==> src/rtl/conv_pkg.sv <==
// Shared types and widths for the 3x3 convolution sequencing controller.
package conv_pkg;
  typedef enum logic [1:0] {IDLE, ALIGN, RUN, DRAIN} state_t;

  localparam int PHASES = 4;
  localparam int PH_W   = $clog2(PHASES);
  localparam int DATA_W = 24;
  localparam int RES_W  = 20;
endpackage

==> src/rtl/conv_win_addr.sv <==
// Window row/col counters in raster order plus the pixel-memory address for
// kernel row k of either the current window or, when advancing, the next one.
module conv_win_addr #(
  parameter int IMG_W  = 8,
  parameter int IMG_H  = 8,
  parameter int ADDR_W = 8,
  parameter int ROW_W  = 3,
  parameter int COL_W  = 3
) (
  input  logic              clk,
  input  logic              rst,
  input  logic              clear,
  input  logic              advance,
  input  logic [1:0]        k,
  output logic [ROW_W-1:0]  win_row,
  output logic [COL_W-1:0]  win_col,
  output logic              last,
  output logic [ADDR_W-1:0] addr
);
  localparam logic [ROW_W-1:0] LAST_ROW = ROW_W'(IMG_H - 3);
  localparam logic [COL_W-1:0] LAST_COL = COL_W'(IMG_W - 3);

  logic [ROW_W-1:0] row_reg, row_next, eff_row;
  logic [COL_W-1:0] col_reg, col_next, eff_col;

  always_ff @(posedge clk or posedge rst) begin
    if (rst) begin
      row_reg <= '0;
      col_reg <= '0;
    end else if (clear) begin
      row_reg <= '0;
      col_reg <= '0;
    end else if (advance) begin
      row_reg <= row_next;
      col_reg <= col_next;
    end
  end

  always_comb begin
    row_next = row_reg;
    col_next = col_reg + COL_W'(1);
    if (col_reg == LAST_COL) begin
      col_next = '0;
      row_next = row_reg + ROW_W'(1);
    end
    // The read issued in the accepting cycle already targets the next window.
    eff_row = advance ? row_next : row_reg;
    eff_col = advance ? col_next : col_reg;
    addr    = (ADDR_W'(eff_row) + ADDR_W'(k)) * ADDR_W'(IMG_W) + ADDR_W'(eff_col);
    last    = (row_reg == LAST_ROW) && (col_reg == LAST_COL);
  end

  assign win_row = row_reg;
  assign win_col = col_reg;
endmodule

==> src/rtl/conv3x3_ctrl.sv <==
// Walks every 3x3 window of the image, feeding one kernel row per cycle into a
// free-running 4-phase MAC, and offers each result until it is accepted.
module conv3x3_ctrl
  import conv_pkg::*;
#(
  parameter int IMG_W  = 8,
  parameter int IMG_H  = 8,
  parameter int ADDR_W = 8
) (
  input  logic                      clk,
  input  logic                      rst,
  input  logic                      start,
  output logic                      busy,
  output logic                      done,
  input  logic                      w_we,
  input  logic [1:0]                w_addr,
  input  logic [DATA_W-1:0]         w_data,
  output logic                      rd_en,
  output logic [ADDR_W-1:0]         rd_addr,
  input  logic [DATA_W-1:0]         rd_data,
  output logic [DATA_W-1:0]         mac_data,
  output logic [DATA_W-1:0]         mac_weight,
  input  logic [RES_W-1:0]          mac_result,
  output logic                      out_valid,
  input  logic                      out_ready,
  output logic [RES_W-1:0]          out_data,
  output logic [$clog2(IMG_H)-1:0]  out_row,
  output logic [$clog2(IMG_W)-1:0]  out_col
);
  localparam int ROW_W = $clog2(IMG_H);
  localparam int COL_W = $clog2(IMG_W);

  state_t            state_reg, state_next;
  logic [PH_W-1:0]   phase_reg;
  logic              pending_reg, done_reg;
  logic [DATA_W-1:0] weight_reg [3];
  logic              in_run, accept, advance, start_ok, last, feed;
  logic [ADDR_W-1:0] win_addr;
  logic [DATA_W-1:0] weight_sel;

  always_ff @(posedge clk or posedge rst) begin
    if (rst) begin
      state_reg   <= IDLE;
      phase_reg   <= '0;
      pending_reg <= 1'b0;
      done_reg    <= 1'b0;
    end else begin
      state_reg <= state_next;
      phase_reg <= phase_reg + PH_W'(1);
      done_reg  <= (state_reg == DRAIN) && accept;
      if (state_reg == IDLE)
        pending_reg <= 1'b0;
      else if (in_run && phase_reg == 2'd3)
        pending_reg <= 1'b1;
    end
  end

  for (genvar gi = 0; gi < 3; gi++) begin : g_weight
    always_ff @(posedge clk or posedge rst) begin
      if (rst)
        weight_reg[gi] <= '0;
      else if (w_we && !busy && !start_ok && w_addr == 2'(gi))
        weight_reg[gi] <= w_data;
    end
  end

  always_comb begin
    state_next = state_reg;
    rd_en      = 1'b0;
    advance    = 1'b0;
    in_run     = (state_reg == RUN) || (state_reg == DRAIN);
    start_ok   = (state_reg == IDLE) && start && !done_reg;
    out_valid  = in_run && (phase_reg == 2'd0) && pending_reg;
    accept     = out_valid && out_ready;
    case (state_reg)
      IDLE:  if (start_ok) state_next = ALIGN;
      ALIGN: if (phase_reg == 2'd3) state_next = RUN;
      RUN: begin
        rd_en   = (phase_reg != 2'd3);
        advance = accept;
        if (phase_reg == 2'd2 && last) state_next = DRAIN;
      end
      DRAIN: begin
        // A rejected last window is simply read again.
        rd_en = (phase_reg != 2'd3) && !accept;
        if (accept) state_next = IDLE;
      end
      default: state_next = IDLE;
    endcase
  end

  always_comb begin
    case (phase_reg)
      2'd1:    weight_sel = weight_reg[0];
      2'd2:    weight_sel = weight_reg[1];
      2'd3:    weight_sel = weight_reg[2];
      default: weight_sel = '0;
    endcase
  end

  conv_win_addr #(
    .IMG_W (IMG_W),
    .IMG_H (IMG_H),
    .ADDR_W(ADDR_W),
    .ROW_W (ROW_W),
    .COL_W (COL_W)
  ) u_win (
    .clk    (clk),
    .rst    (rst),
    .clear  (state_reg == IDLE),
    .advance(advance),
    .k      (phase_reg),
    .win_row(out_row),
    .win_col(out_col),
    .last   (last),
    .addr   (win_addr)
  );

  assign feed       = in_run && (phase_reg != 2'd0);
  assign mac_data   = feed ? rd_data : '0;
  assign mac_weight = feed ? weight_sel : '0;
  assign rd_addr    = rd_en ? win_addr : '0;
  assign busy       = (state_reg != IDLE);
  assign done       = done_reg;
  assign out_data   = mac_result;
endmodule

==> config.mk <==
export PLATFORM = sky130hd
export DESIGN_NAME = conv3x3_ctrl
export DESIGN_NICKNAME = d
export VERILOG_FILES = /design/src/rtl/conv_pkg.sv /design/src/rtl/conv_win_addr.sv /design/src/rtl/conv3x3_ctrl.sv
export SDC_FILE = /design/constraint.sdc
export NUM_CORES = 1
export LEC_CHECK = 0
export BUFFER_PORTS_ARGS = -buffer_cell sky130_fd_sc_hd__buf_2
export CAP_MARGIN = 20
export CORE_UTILIZATION = 53
export DETAILED_ROUTE_END_ITERATION = 10
export GPL_TIMING_DRIVEN = 0
export PLACE_DENSITY = 0.93
export SYNTH_ARGS = -nofsm -noshare
export SYNTH_HDL_FRONTEND = slang
export SYNTH_HIERARCHICAL = 1
export SYNTH_SLANG_ARGS = --single-unit
export TNS_END_PERCENT = 5
==> constraint.sdc <==
create_clock -name clk -period 5.45 [get_ports clk]
set_input_delay 0.8175 -clock clk [delete_from_list [all_inputs] [get_ports clk]]
set_output_delay 0.8175 -clock clk [all_outputs]
set_load 0.01 [all_outputs]
==> impl_metrics.toml, run 1 <==
[floorplan]
die_area_sq_um = 8520
core_sq_um = 7810
start_util_pct = 55.4
io_pins = 161
die-width_um = 92.3
rows = 32
die_h_um = 92.3

[route]
detail_route.first_pass.iterations = 5
drt-wirelength-per-cell_um = 16.1
vias = 3329
ant_nets = 0
drc = 0
wl_um = 9840
first_iter_violations = 265
vias_per_cell = 5.46

[clock_network]
path_clk_slew_ps = 80
clk_path_buf_depth = 2
clk_latency_ps = 350
cts_resized = 0
cts_tree = "built"
cts-htree-levels = 3
post_cts_buffers = 0
clockRootBuffer = "clkbuf_8"
cts_sinks = 84
cts_hold_buffers = 0
numCtsBuffers = 9

[global_route]
grt_start_max_net_pins = 79
grt_usage_pct = 23.8
gr-total-overflow = 0
grt_pass1_wl_um = 15700
grt_antenna_before_repair = 0
grt_pass1_vias = 3212

[finish]
synthToLayoutAreaGrowth_pct = 24.6
n_antenna_cell = 0
nets = 594
finalInstanceArea_sq_um = 5390
drive_gt1_share_pct = 51.6
fin_cells = 610
largest_reg_flops = 72

[worst_setup_path]
critPathArrivalTime_ps = 3320
start_kind = "flip-flop"
path_delay_family = "adder cells"
cp_slowest_cell = "dfrtp_1"
worst-path-buf-inv = 2
startpoint = "phase_reg[1]"
path_class = "reg -> out"
path_cells = "inv_1, ha_1, nand2_1, nor2_1, and3_1, nand4b_4, xnor2_1, ha_1, fa_1, xor3_1, and2_1, buf_2"
reg2reg_from = "state_reg[1]"
required_ps = 4630
crit_top_cell = "ha_1"
worstPathMaxFanout = 6
cp_slowest_stage_delay_ps = 470
end_kind = "output port"

[power_and_ir_drop]
p_per_area_nw_per_um2 = 351
p_leak_nw = 2.94
max-vdd-ir-drop_v = 0.000190

[synthesis]
yosys_warnings = 6
synth.most_common_cell = "dfrtp_1"
syn_area_sq_um = 4320
synth_flop_cell = "dfrtp_1"
synthTopCellsByCount = "dfrtp_1 (84), mux2_2 (72), and2_1 (32), nor2_1 (32)"
synth_top_area_share_pct = 48.6
async_reset_ff_share_pct = 100
synth_cells = 354
synth_area_leader_cell = "dfrtp_1"
ys_seq_area_share_pct = 48.6
ys_ff_latch = 84
synth-edff-count = 0
synth.avg_cell_area_sq_um = 12.2
yosys-top-cells-area = "dfrtp_1 (49%), mux2_2 (19%), a222oi_1 (5.8%), and2_1 (4.6%), buf_4 (4.3%)"
ys_types = 33
synth_fp_nets = 444

[status]
status = "finished clean"

[place]
dp_slack_ps = 1710
dp.cells = 595
gp_congestion = 0.795
dp_hpwl_um = 7120
placed_cell_area_sq_um = 5150
io_buffers = 139

[sta]
hold_viol_final = 0
skew_ps = 4.29
fmax_mhz = 242
worst_pin_slew_ps = 930
fin_crit_sh_pct = 76.0
rsz0062_at_grt = "false"
layout_min_cycle_time_ps = 4140
slew_headroom_pct = 38.0
setup_ws_ps = 1310
final_max_slew_viol_count = 0
finalSetupViolCount = 0
setup_tns_ps = 0

[hold_path]
min_path_type = "in -> async"

[job]
drv_cap = 0
where the power goes:
| part | internal (mW) | switching (mW) | total, mW |
|---|---|---|---|
| clock network | 0.315 | 0.218 | 0.533 |
| registers | 0.658 | 0.0387 | 0.697 |
| logic | 0.282 | 0.382 | 0.664 |
layout by cell type, fill, tap and decap left out, drive strengths merged:
master,Yosys,final
or2,1,1
o21ai,1,1
a31o,1,1
mux2,74,74
ha,14,14
conb,1,1
or3,2,2
and3,2,2
bufinv,0,3
clkinvlp,0,1
inv,10,10
xnor2,1,1
nor2b,3,3
clkbuf,12,23
fa,1,1
xor2,1,1
nor2,32,32
xor3,1,1
and2,32,32
dfrtp,84,84
nand3,3,3
nor3,1,1
a222oi,25,25
buf,28,167
a21oi,10,10
nand2,8,8
nor3b,3,3
nand2b,1,1
nand4b,2,2
layout make-up:
type	instances	area, sq um
Fill cell	572	2420
Sequential cell	84	2100
Multi-Input combinational cell	220	1920
Timing Repair Buffer	139	696
Buffer	40	260
Clock buffer	11	141
Tap cell	102	128
Clock inverter	4	97.6
Inverter	10	40.0
through the flow:
step | util, % | power, mW | hold slack (ps)
final | 69.0 | 1.89 | 406
after global placement | 65.9 | 1.34 | 468
after CTS | 69.0 | 1.91 | 399
after global routing | 69.0 | 1.99 | 426
after detailed placement | 65.9 | 1.37 | 494
after floorplan | - | 1.12 | 458
logic make-up (layout without fill, tap and decap cells):
family          count (synthesis)  count (layout)  share of synthesized area, %
fa+ha+maj                      15              15                          4.52
simple gates                   90              90                          12.4
compound gates                 37              37                          7.26
other cells                     1               1                        0.0867
flops                          84              84                          48.6
xor+xnor                        3               3                         0.955
mux                            74              74                          19.3
buf+inv                        50             204                          6.89
per-layer routing:
metal	global-route usage [%]	wire [um]
met4	8.72	164
met2	39.5	4950
met5	0	0
met1	30.1	4000
met3	5.91	725
worst paths after layout:
path / slack (ps) / cells after the start / to
worst max register to register: 3120 / 6 / weight_reg[15]
worst max-delay path: 1310 / 12 / rd_addr[5]
worst min register to register: 510 / 1 / weight_reg[66]
min in group clk: 510 / 1 / weight_reg[66]
worst min-delay path: 410 / 2 / u_win/win_col[1]
max in group asynchronous: 4160 / 2 / weight_reg[50]
Power figures use the tool's default switching activity.
==> inputs of run 2 (changes only) <==
--- a/config.mk
+++ b/config.mk
@@ -5,12 +5,13 @@
 export SDC_FILE = /design/constraint.sdc
 export NUM_CORES = 1
 export LEC_CHECK = 0
+export ABC_AREA = 1
 export BUFFER_PORTS_ARGS = -buffer_cell sky130_fd_sc_hd__buf_2
 export CAP_MARGIN = 20
-export CORE_UTILIZATION = 53
+export CORE_UTILIZATION = 46
 export DETAILED_ROUTE_END_ITERATION = 10
 export GPL_TIMING_DRIVEN = 0
-export PLACE_DENSITY = 0.93
+export PLACE_DENSITY = 0.85
 export SYNTH_ARGS = -nofsm -noshare
 export SYNTH_HDL_FRONTEND = slang
 export SYNTH_HIERARCHICAL = 1
==> constraint.sdc (replaced) <==
create_clock -name clk -period 3.7 [get_ports clk]
set_input_delay 0.555 -clock clk [delete_from_list [all_inputs] [get_ports clk]]
set_output_delay 0.555 -clock clk [all_outputs]
set_load 0.01 [all_outputs]
==> impl_metrics.toml, run 2 <==
[clock_network]
cts-htree-levels = 3
cts_sinks = 84
numCtsBuffers = 9
cts_tree = "built"
path_clk_slew_ps = 90
clk_latency_ps = 360
clk_path_buf_depth = 2
clockRootBuffer = "clkbuf_8"

[place]
placed_cell_area_sq_um = 5630
io_buffers = 139
dp_slack_ps = 354
dp_hpwl_um = 8870
gp_congestion = 0.812

[finish]
synthToLayoutAreaGrowth_pct = 25.2
post-route-util_pct = 60.1
n_antenna_cell = 0
nets = 898
layout_common_cells = "nand2_1 (238), buf_2 (150), dfrtp_1 (82)"
final_common_cell = "nand2_1"
fill_cells = 903
finalInstanceArea_sq_um = 5930
drive_gt1_share_pct = 30.4
seqCellArea_sq_um = 2100
largest_reg_flops = 72
multi_input_area_sq_um = 2150

[worst_setup_path]
path_cells = "inv_1, ha_2, nand2_1, inv_1, nand3_4, nor2_4, nand2_2, inv_4, nand2_4, xor2_2, inv_1, ha_1, fa_2, inv_1, a21oi_1, buf_2"
path_delay_family = "adder cells"
start_kind = "flip-flop"
worst-path-buf-inv = 6
path_class = "reg -> out"
critPathArrivalTime_ps = 2990
required_ps = 3140
worstPathMaxFanout = 5
reg2reg_from = "state_reg[1]"
cp_slowest_cell = "fa_2"
startpoint = "phase_reg[1]"
crit_top_cell = "inv_1"
cp_slowest_stage_delay_ps = 530
end_kind = "output port"

[route]
vias = 4658
first_iter_violations = 377
drt-wirelength-per-cell_um = 13.0
detail_route.first_pass.iterations = 7
vias_per_cell = 4.92
ant_nets = 0
drc = 0
wl_um = 12300

[synthesis]
yosys_warnings = 6
ys_ff_latch = 84
synth_top_family_by_area = "simple AND/OR/NAND/NOR gates"
synth-simple-area-share_pct = 35.5
synth_top_area_share_pct = 44.4
synth_cells = 651
syn_area_sq_um = 4740
synth-edff-count = 0
synth-adder-area-share_pct = 4.12
async_reset_ff_share_pct = 100
synth_fp_nets = 741
synthMuxAreaShare_pct = 0
synth.most_common_cell = "nand2_1"
synth_compound_area_share_pct = 4.51
ys_types = 28
synth-xor-area-share_pct = 0.185
synth_flop_cell = "dfrtp_1"
yosys-top-cells-area = "dfrtp_1 (44%), nand2_1 (19%), nand3_1 (8.3%), inv_1 (4.1%), a21oi_1 (3.8%)"
synth.avg_cell_area_sq_um = 7.28
ys_seq_area_share_pct = 44.4
synth_area_leader_cell = "dfrtp_1"
synthTopCellsByCount = "nand2_1 (238), dfrtp_1 (84), nand3_1 (79)"

[floorplan]
core_sq_um = 9860
die-width_um = 104
rows = 36
die_h_um = 104
die_area_sq_um = 10700
io_pins = 161
start_util_pct = 48.0

[sta]
slew_headroom_pct = 62.5
hold_viol_final = 0
worst_pin_slew_ps = 563
final_max_slew_viol_count = 0
finalSetupViolCount = 0
layout_min_cycle_time_ps = 3540
setup_ws_ps = 158
fmax_mhz = 282
fin_crit_sh_pct = 95.7
skew_ps = 13.9

[job]
drv_cap = 0

[status]
status = "finished clean"

[power_and_ir_drop]
p_per_area_nw_per_um2 = 648
p_leak_nw = 3.47
max-vdd-ir-drop_v = 0.000368
total_power_mw = 3.84

[global_route]
gr-total-overflow = 0
grt_antenna_before_repair = 0
grt_pass1_wl_um = 20100
grt_pass1_vias = 4210
grt_start_max_net_pins = 74
grt_usage_pct = 23.5

[hold_path]
min_path_type = "in -> async"
## run 2: cell count changes after synthesis, moves of 4 or more
cell,change
nor2_1,+11
nand2_2,+5
buf_2,+10
mux2_2,-72
nand3_1,+77
and2_1,-32
nand2_1,+230
buf_4,-4
a222oi_1,-25
clkbuf_1,+8
inv_2,+6
nor2_2,+24
inv_1,+42
a21oi_1,+26
## run 2: metrics by stage
step	instances	setup TNS, ps	hold slack (ps)
2_1_floorplan	651	0	346
3_3_place_gp	923	0	453
3_5_place_dp	924	0	459
4_1_cts	942	0	70.7
5_1_grt	946	-36.3	67.4
6_report	946	0	71.8
## run 2: routing by layer
| metal | share of wire (%) | track usage, % | vias to the layer above |
|---|---|---|---|
| met4 | 2.0 | 9.01 | 0 |
| met1 | 41 | 30.0 | 2123 |
| li1 | - | - | 2301 |
| met5 | 0 | 0 | - |
| met2 | 49 | 39.2 | 213 |
| met3 | 7.8 | 4.72 | 21 |
## run 2: cell type report
class                      count  area share [%]
tap                          133            2.80
timing repair buffer         146            12.9
inverter                      59            3.82
multi-input combinational    454            36.2
sequential                    84            35.5
buffer                        54            5.23
clock buffer                  10            2.32
clock inverter                 6            1.20
## run 2: path summary, 6_finish.rpt
path | slack (ps) | endpoint | cells past startpoint
max in group asynchronous | 3050 | weight_reg[22] | 3
max | 160 | rd_addr[4] | 16
min reg2reg | 480 | weight_reg[1] | 2
min in group clk | 460 | weight_reg[18] | 3
min | 70 | done | 2
max reg2reg | 1420 | weight_reg[13] | 8
## run 2: logic make-up after synthesis
| family | after synthesis |
|---|---|
| buffers and inverters | 113 |
| other | 1 |
| XOR/XNOR | 1 |
| adder cells (fa/ha/maj) | 15 |
| AND/OR/NAND/NOR | 395 |
| flip-flops | 84 |
| AO/OA/AOI/OAI | 42 |
## run 2: power breakdown
part	switching (mW)	leakage [nW]	internal, mW	total, mW
Sequential	0.212	1.06	1.29	1.50
Combinational	1.04	2.31	0.615	1.65
Clock	0.352	0.0991	0.335	0.687
## run 2: repair_timing
action,in CTS,in global routing
buffers inserted,2,4
hold endpoints to repair,0,0
pin swaps,0,1
hold buffers,0,0
gates resized for setup,5,8
setup endpoints to repair,1,2
## run 2: worst register-to-register path, stage by stage (launching register included)
cell      delay [ps]
dfrtp_2          470
inv_1            110
ha_1             400
nand2_1           90
a31oi_1          340
nand2_1          240
clkbuf_1         330
nand2_1          150
nand2_1           60
